### src/rtl/issue_hazard_unit_if.sv
// Fetch/issue bundle of the issue hazard unit. The unit itself is the slave;
// the fetch side and the core side together form the master.
interface issue_hazard_unit_if #(
    parameter int CNT_W = 16
);
    logic [31:0]      fetch_instr;
    logic             fetch_valid;
    logic             fetch_ready;
    logic             flush;
    logic [31:0]      issue_instr;
    logic             stall;
    logic [CNT_W-1:0] bubble_count;

    modport slave (
        input  fetch_instr,
        input  fetch_valid,
        input  flush,
        output fetch_ready,
        output issue_instr,
        output stall,
        output bubble_count
    );

    modport master (
        output fetch_instr,
        output fetch_valid,
        output flush,
        input  fetch_ready,
        input  issue_instr,
        input  stall,
        input  bubble_count
    );
endinterface

### src/rtl/issue_hazard_unit.sv
// Issue stage: holds one fetched instruction, checks its register and flag
// dependencies against the last DEPTH issued slots and inserts NOP bubbles
// (32'h0) until they clear. Fetch is back-pressured while a bubble is issued.
module issue_hazard_unit #(
    parameter int DEPTH = 4,
    parameter int CNT_W = 16
) (
    input  logic            clk,
    input  logic            reset,
    issue_hazard_unit_if.slave bus
);
    typedef struct packed {
        logic       wr_valid;
        logic [3:0] wr_reg;
        logic       sets_flags;
    } sb_entry_t;

    logic                  pend_valid_q;
    logic [31:0]           pend_instr_q;
    sb_entry_t [DEPTH-1:0] sb_q;
    logic [31:0]           issue_q;
    logic                  stall_q;
    logic [CNT_W-1:0]      cnt_q;

    logic [2:0]            src_vld;
    logic [2:0][3:0]       src_reg;
    logic                  reads_flags;
    sb_entry_t             dec_entry;
    logic                  hazard;
    logic                  fetch_ready;
    logic                  do_issue;
    logic                  do_bubble;

    // Decode the pending instruction and compare it against the scoreboard.
    always_comb begin
        logic [1:0] op;
        logic [3:0] cmd;
        logic       imm;
        logic       sl;
        op          = pend_instr_q[27:26];
        cmd         = pend_instr_q[24:21];
        imm         = pend_instr_q[25];
        sl          = pend_instr_q[20];
        src_reg[0]  = pend_instr_q[19:16];   // rn
        src_reg[1]  = pend_instr_q[3:0];     // rm
        src_reg[2]  = pend_instr_q[15:12];   // rd (store data)
        src_vld     = '0;
        dec_entry   = '0;
        reads_flags = (pend_instr_q[31:28] != 4'hE);
        hazard      = 1'b0;
        case (op)
            2'b00: begin
                src_vld[0] = !(cmd == 4'b1101 || cmd == 4'b1111);
                src_vld[1] = !imm;
                dec_entry.wr_valid   = (cmd[3:2] != 2'b10);
                dec_entry.sets_flags = sl;
            end
            2'b01: begin
                src_vld[0] = 1'b1;
                src_vld[1] = imm;
                src_vld[2] = !sl;
                dec_entry.wr_valid = sl;
            end
            default: ;
        endcase
        dec_entry.wr_reg = pend_instr_q[15:12];
        // PC reads are always current, so R15 never creates a dependency.
        for (int s = 0; s < 3; s++) begin
            if (src_reg[s] == 4'd15) src_vld[s] = 1'b0;
        end
        for (int i = 0; i < DEPTH; i++) begin
            for (int s = 0; s < 3; s++) begin
                if (src_vld[s] && sb_q[i].wr_valid && sb_q[i].wr_reg == src_reg[s])
                    hazard = 1'b1;
            end
            if (reads_flags && sb_q[i].sets_flags) hazard = 1'b1;
        end
        hazard = hazard && pend_valid_q;
    end

    assign fetch_ready = reset && (!pend_valid_q || !hazard);
    // A flush turns the current slot into an uncounted idle slot.
    assign do_issue    = pend_valid_q && !hazard && !bus.flush;
    assign do_bubble   = pend_valid_q &&  hazard && !bus.flush;

    // Pending register: flush wins over a fetch arriving in the same cycle.
    always_ff @(posedge clk or negedge reset) begin
        if (!reset) begin
            pend_valid_q <= 1'b0;
            pend_instr_q <= '0;
        end else if (bus.flush) begin
            pend_valid_q <= 1'b0;
        end else if (bus.fetch_valid && fetch_ready) begin
            pend_valid_q <= 1'b1;
            pend_instr_q <= bus.fetch_instr;
        end else if (do_issue) begin
            pend_valid_q <= 1'b0;
        end
    end

    // Issue slot, scoreboard shift and saturating bubble counter.
    always_ff @(posedge clk or negedge reset) begin
        if (!reset) begin
            sb_q    <= '0;
            issue_q <= '0;
            stall_q <= 1'b0;
            cnt_q   <= '0;
        end else begin
            sb_q    <= {sb_q[DEPTH-2:0], (do_issue ? dec_entry : sb_entry_t'('0))};
            issue_q <= do_issue ? pend_instr_q : 32'h0;
            stall_q <= do_bubble;
            if (do_bubble && cnt_q != {CNT_W{1'b1}})
                cnt_q <= cnt_q + CNT_W'(1);
        end
    end

    assign bus.fetch_ready  = fetch_ready;
    assign bus.issue_instr  = issue_q;
    assign bus.stall        = stall_q;
    assign bus.bubble_count = cnt_q;
endmodule
### src/flat_wrapper.sv
// flat-port wrapper written by rule: the top's interface ports become plain ports
module issue_hazard_unit_flat 
#(
    parameter int DEPTH = 4,
    parameter int CNT_W = 16
)
  (clk, reset, bus_fetch_instr, bus_fetch_valid, bus_flush, bus_fetch_ready, bus_issue_instr, bus_stall, bus_bubble_count);
  issue_hazard_unit_if #(.CNT_W(CNT_W)) bus_i ();
  input  logic clk;
  input  logic reset;
  input wire logic [$bits(bus_i.fetch_instr)-1:0] bus_fetch_instr;
  input wire logic [$bits(bus_i.fetch_valid)-1:0] bus_fetch_valid;
  input wire logic [$bits(bus_i.flush)-1:0] bus_flush;
  output wire logic [$bits(bus_i.fetch_ready)-1:0] bus_fetch_ready;
  output wire logic [$bits(bus_i.issue_instr)-1:0] bus_issue_instr;
  output wire logic [$bits(bus_i.stall)-1:0] bus_stall;
  output wire logic [$bits(bus_i.bubble_count)-1:0] bus_bubble_count;
  assign bus_i.fetch_instr = bus_fetch_instr;
  assign bus_i.fetch_valid = bus_fetch_valid;
  assign bus_i.flush = bus_flush;
  assign bus_fetch_ready = bus_i.fetch_ready;
  assign bus_issue_instr = bus_i.issue_instr;
  assign bus_stall = bus_i.stall;
  assign bus_bubble_count = bus_i.bubble_count;
  issue_hazard_unit #(.DEPTH(DEPTH), .CNT_W(CNT_W)) u_core (.clk(clk), .reset(reset), .bus(bus_i));
endmodule
### config.mk
export PLATFORM = sky130hd
export DESIGN_NAME = issue_hazard_unit_flat
export DESIGN_NICKNAME = d
export VERILOG_FILES = /design/src/rtl/issue_hazard_unit_if.sv /design/src/rtl/issue_hazard_unit.sv /design/src/flat_wrapper.sv
export SDC_FILE = /design/constraint.sdc
export NUM_CORES = 1
export LEC_CHECK = 0
export ABC_AREA = 1
export CAP_MARGIN = 15
export CORE_UTILIZATION = 59
export CTS_BUF_LIST = sky130_fd_sc_hd__clkbuf_8
export CTS_CLUSTER_SIZE = 25
export DETAILED_ROUTE_END_ITERATION = 8
export GPL_ROUTABILITY_DRIVEN = 0
export HOLD_SLACK_MARGIN = 0.05
export PLACE_DENSITY = 0.92
export SETUP_SLACK_MARGIN = 0.3
export SKIP_LAST_GASP = 1
export SLEW_MARGIN = 5
export SYNTH_ARGS = -nofsm -noshare
export SYNTH_HDL_FRONTEND = slang
export SYNTH_SLANG_ARGS = --single-unit
### constraint.sdc
create_clock -name clk -period 3.2 [get_ports clk]
set_input_delay 0.64 -clock clk [delete_from_list [all_inputs] [get_ports clk]]
set_output_delay 0.64 -clock clk [all_outputs]
set_load 0.005 [all_outputs]
==> run metrics <==
vias post-DR 4456; grt ovf 0; minimum hold slack 0.362 ns; leakage power 0.00305 uW; port buffer count 85; pwr dens 484 nW/um^2; Final min period 2.74 ns; M3 GR Usage 6.26%; post-route ant nets 0; # hold bufs at CTS 0; Clock Tree Buf Depth 2; outcome completed; Synth cell types 29; post-synth top area cell dfrtp_1; Min-Delay Path Class primary input to async pin; Area contributors post-synth dfrtp_1 52%, nand2_1 14%, nand4_1 6.6%, nor2_1 5.9%, inv_1 3.9%; fin util 74.7%; Post-DP Area 5790 um^2; first-pass GRT wire length 19.7 mm; Fin. Hold Viols 0; CTS tree done; # diodes 0; initial core utilization 60.5%; most frequent cells in the layout 178 x nand2_1, 91 x dfrtp_1, 83 x clkdlybuf4s50_1; sequential share of power 51.1%; total CTS buffers 9; Final Instance Area 6110 um^2; NumNets Final 709; CP required 2.56 ns; Tightest Pin Transition 0.747 ns; largest net degree at the start of global routing 136; mapped cell area 4950 um^2; Gate Count Post-Synth 599; CTS HTree Levels 3; Final Max Tran Viols 0; Comb pwr share 16.0%; Arrival @ worst endpoint 2.10 ns; grt met1 use 37.1%; clock slew at reported path FFs 0.10 ns; DRT Pass-1 Iters 5; Yosys warning total 0; clock sinks 102; Final Power 2960 uW; drt drc 0; Worst Skew 0.0123 ns; commonest non-fill, non-tap cell in the layout nand2_1; kind of critical path flop to output port; worst vdd ir 0.000317 V; latest clock arrival within the worst-skew pair 0.38 ns; syn_area_per_cell 8.26 um^2; initial antenna violation count 0; Tot GR Track Use 29.6%; fmax 365 MHz; core box area 8180 um^2; Crit. End Element output port; die area 8760 um^2; busiest grt layer met2; Synthesized Nets 636; Sum Neg Setup Slack 0 ns; CP max FO 5; Slew HR 50.1%; setup repair after global routing missed its margin no; sequential element share of the synthesized area 51.6%; die width 93.6 um; cell-internal power 2110 uW; CP startpoint kind flop; clock power share 32.9%; # setup viols final 0; root buffer cell clkbuf_8; GR Layer Usage met2 46.4%; DRT Wirelength 12.1 mm; Net Switching 842 uW; layout cells sized above 1 10.0%; synthesis-stage register bit count 102; # Max-Cap Violations 0; Sw Ratio 28.5%; # IOs 86; site row count 33; top-area cell type share of the netlist area 51.6%; vias in the first global route 4266; hpwl dp 7.77 mm; Area Growth Syn to Fin 23.5%; DR WL/cell 15.5 um; Starting DRT DRC Count 441; vias per cell 5.70; chip height 93.6 um; Final Cycle Share 85.7%
[per-layer routing]
metal,vias to the layer above,routed length [um]
met5,-,0
met4,0,649
met3,76,1050
met2,260,5780
met1,2093,4600
li1,2027,-
[synthesized netlist by cell type, drive strengths merged]
library cell,number
nor3,3
xor2,17
inv,62
nand3,19
clkinv,2
dfrtp,102
nand3b,1
nor2,81
nor4,1
a21boi,3
nand2,180
o21ai,14
buf,25
nor3b,1
o22ai,2
nand4,54
clkbuf,10
xnor2,21
ha,1
[timing repair]
action / in CTS / in global routing
pin swaps: 2 / 1
setup buffers: 6 / 0
resized for setup: 20 / 3
setup endpoints to repair: 1 / 1
gates cloned: 0 / 0
[cell families (layout without fill, tap and decap cells)]
logic type | count (synthesis) | count (layout) | synth area share, %
AO/OA/AOI/OAI | 19 | 19 | 2.35
XOR/XNOR | 38 | 38 | 6.73
adder cells (fa/ha/maj) | 1 | 1 | 0.253
buffers and inverters | 99 | 177 | 8.83
flip-flops | 102 | 102 | 51.6
AND/OR/NAND/NOR | 340 | 340 | 30.2
[flip-flops by register name, summed over array words and instances, names as in the netlist]
name                     cells
u_core.bus.issue_instr      29
u_core.sb_q                 23
u_core.pend_instr_q         32
u_core.pend_valid_q          1
u_core.bus.stall             1
u_core.bus.bubble_count     16
[cell type report]
cell class                 instances  area (um^2)
clock buffer                       9          124
timing repair buffer              97          950
tap                              105          131
fill                             535         2060
multi-input combinational        398         1980
inverter                          64          240
sequential                       102         2570
clock inverter                     7          119
[worst max-delay path, stage by stage (launching register included)]
cell           delay, ns
dfrtp_1             0.41
inv_2               0.10
nand2_1             0.11
nor2_2              0.18
nand2_2             0.10
nor2_1              0.12
nand2_1             0.07
nand2_1             0.08
nor2_2              0.05
nand2_2             0.08
nor2_4              0.05
nor2_4              0.08
nor2_2              0.05
dlygate4sd2_1       0.25
[final timing paths]
path	startpoint	endpoint	slack, ns	cells after the start
min in group clk	u_core.sb_q[12]$_DFF_PN0_	u_core.sb_q[18]$_DFF_PN0_	0.38	0
max in group asynchronous	reset	u_core.pend_instr_q[12]$_DFFE_PN0P_	2.29	2
hold / removal	reset	u_core.sb_q[20]$_DFF_PN0_	0.36	2
setup reg to reg	u_core.pend_instr_q[13]$_DFFE_PN0P_	u_core.sb_q[0]$_DFF_PN0_	0.76	11
hold reg to reg	u_core.sb_q[12]$_DFF_PN0_	u_core.sb_q[18]$_DFF_PN0_	0.38	0
setup / recovery	u_core.pend_instr_q[27]$_DFFE_PN0P_	bus_fetch_ready	0.46	13
[through the flow]
stage               cells  setup WS [ns]
CTS                   782          0.449
floorplan             599           1.00
global route          782          0.326
global placement      760          0.533
detailed placement    760          0.392
finish                782          0.457
[power groups by stage]
stage          combinational (uW)  sequential, uW  clock [uW]
2_1_floorplan                 341            1450           0
3_3_place_gp                  425            1510           0
3_5_place_dp                  445            1520           0
4_1_cts                       468            1500         978
5_1_grt                       531            1520        1020
6_report                      474            1510         973
Power figures use the tool's default switching activity.
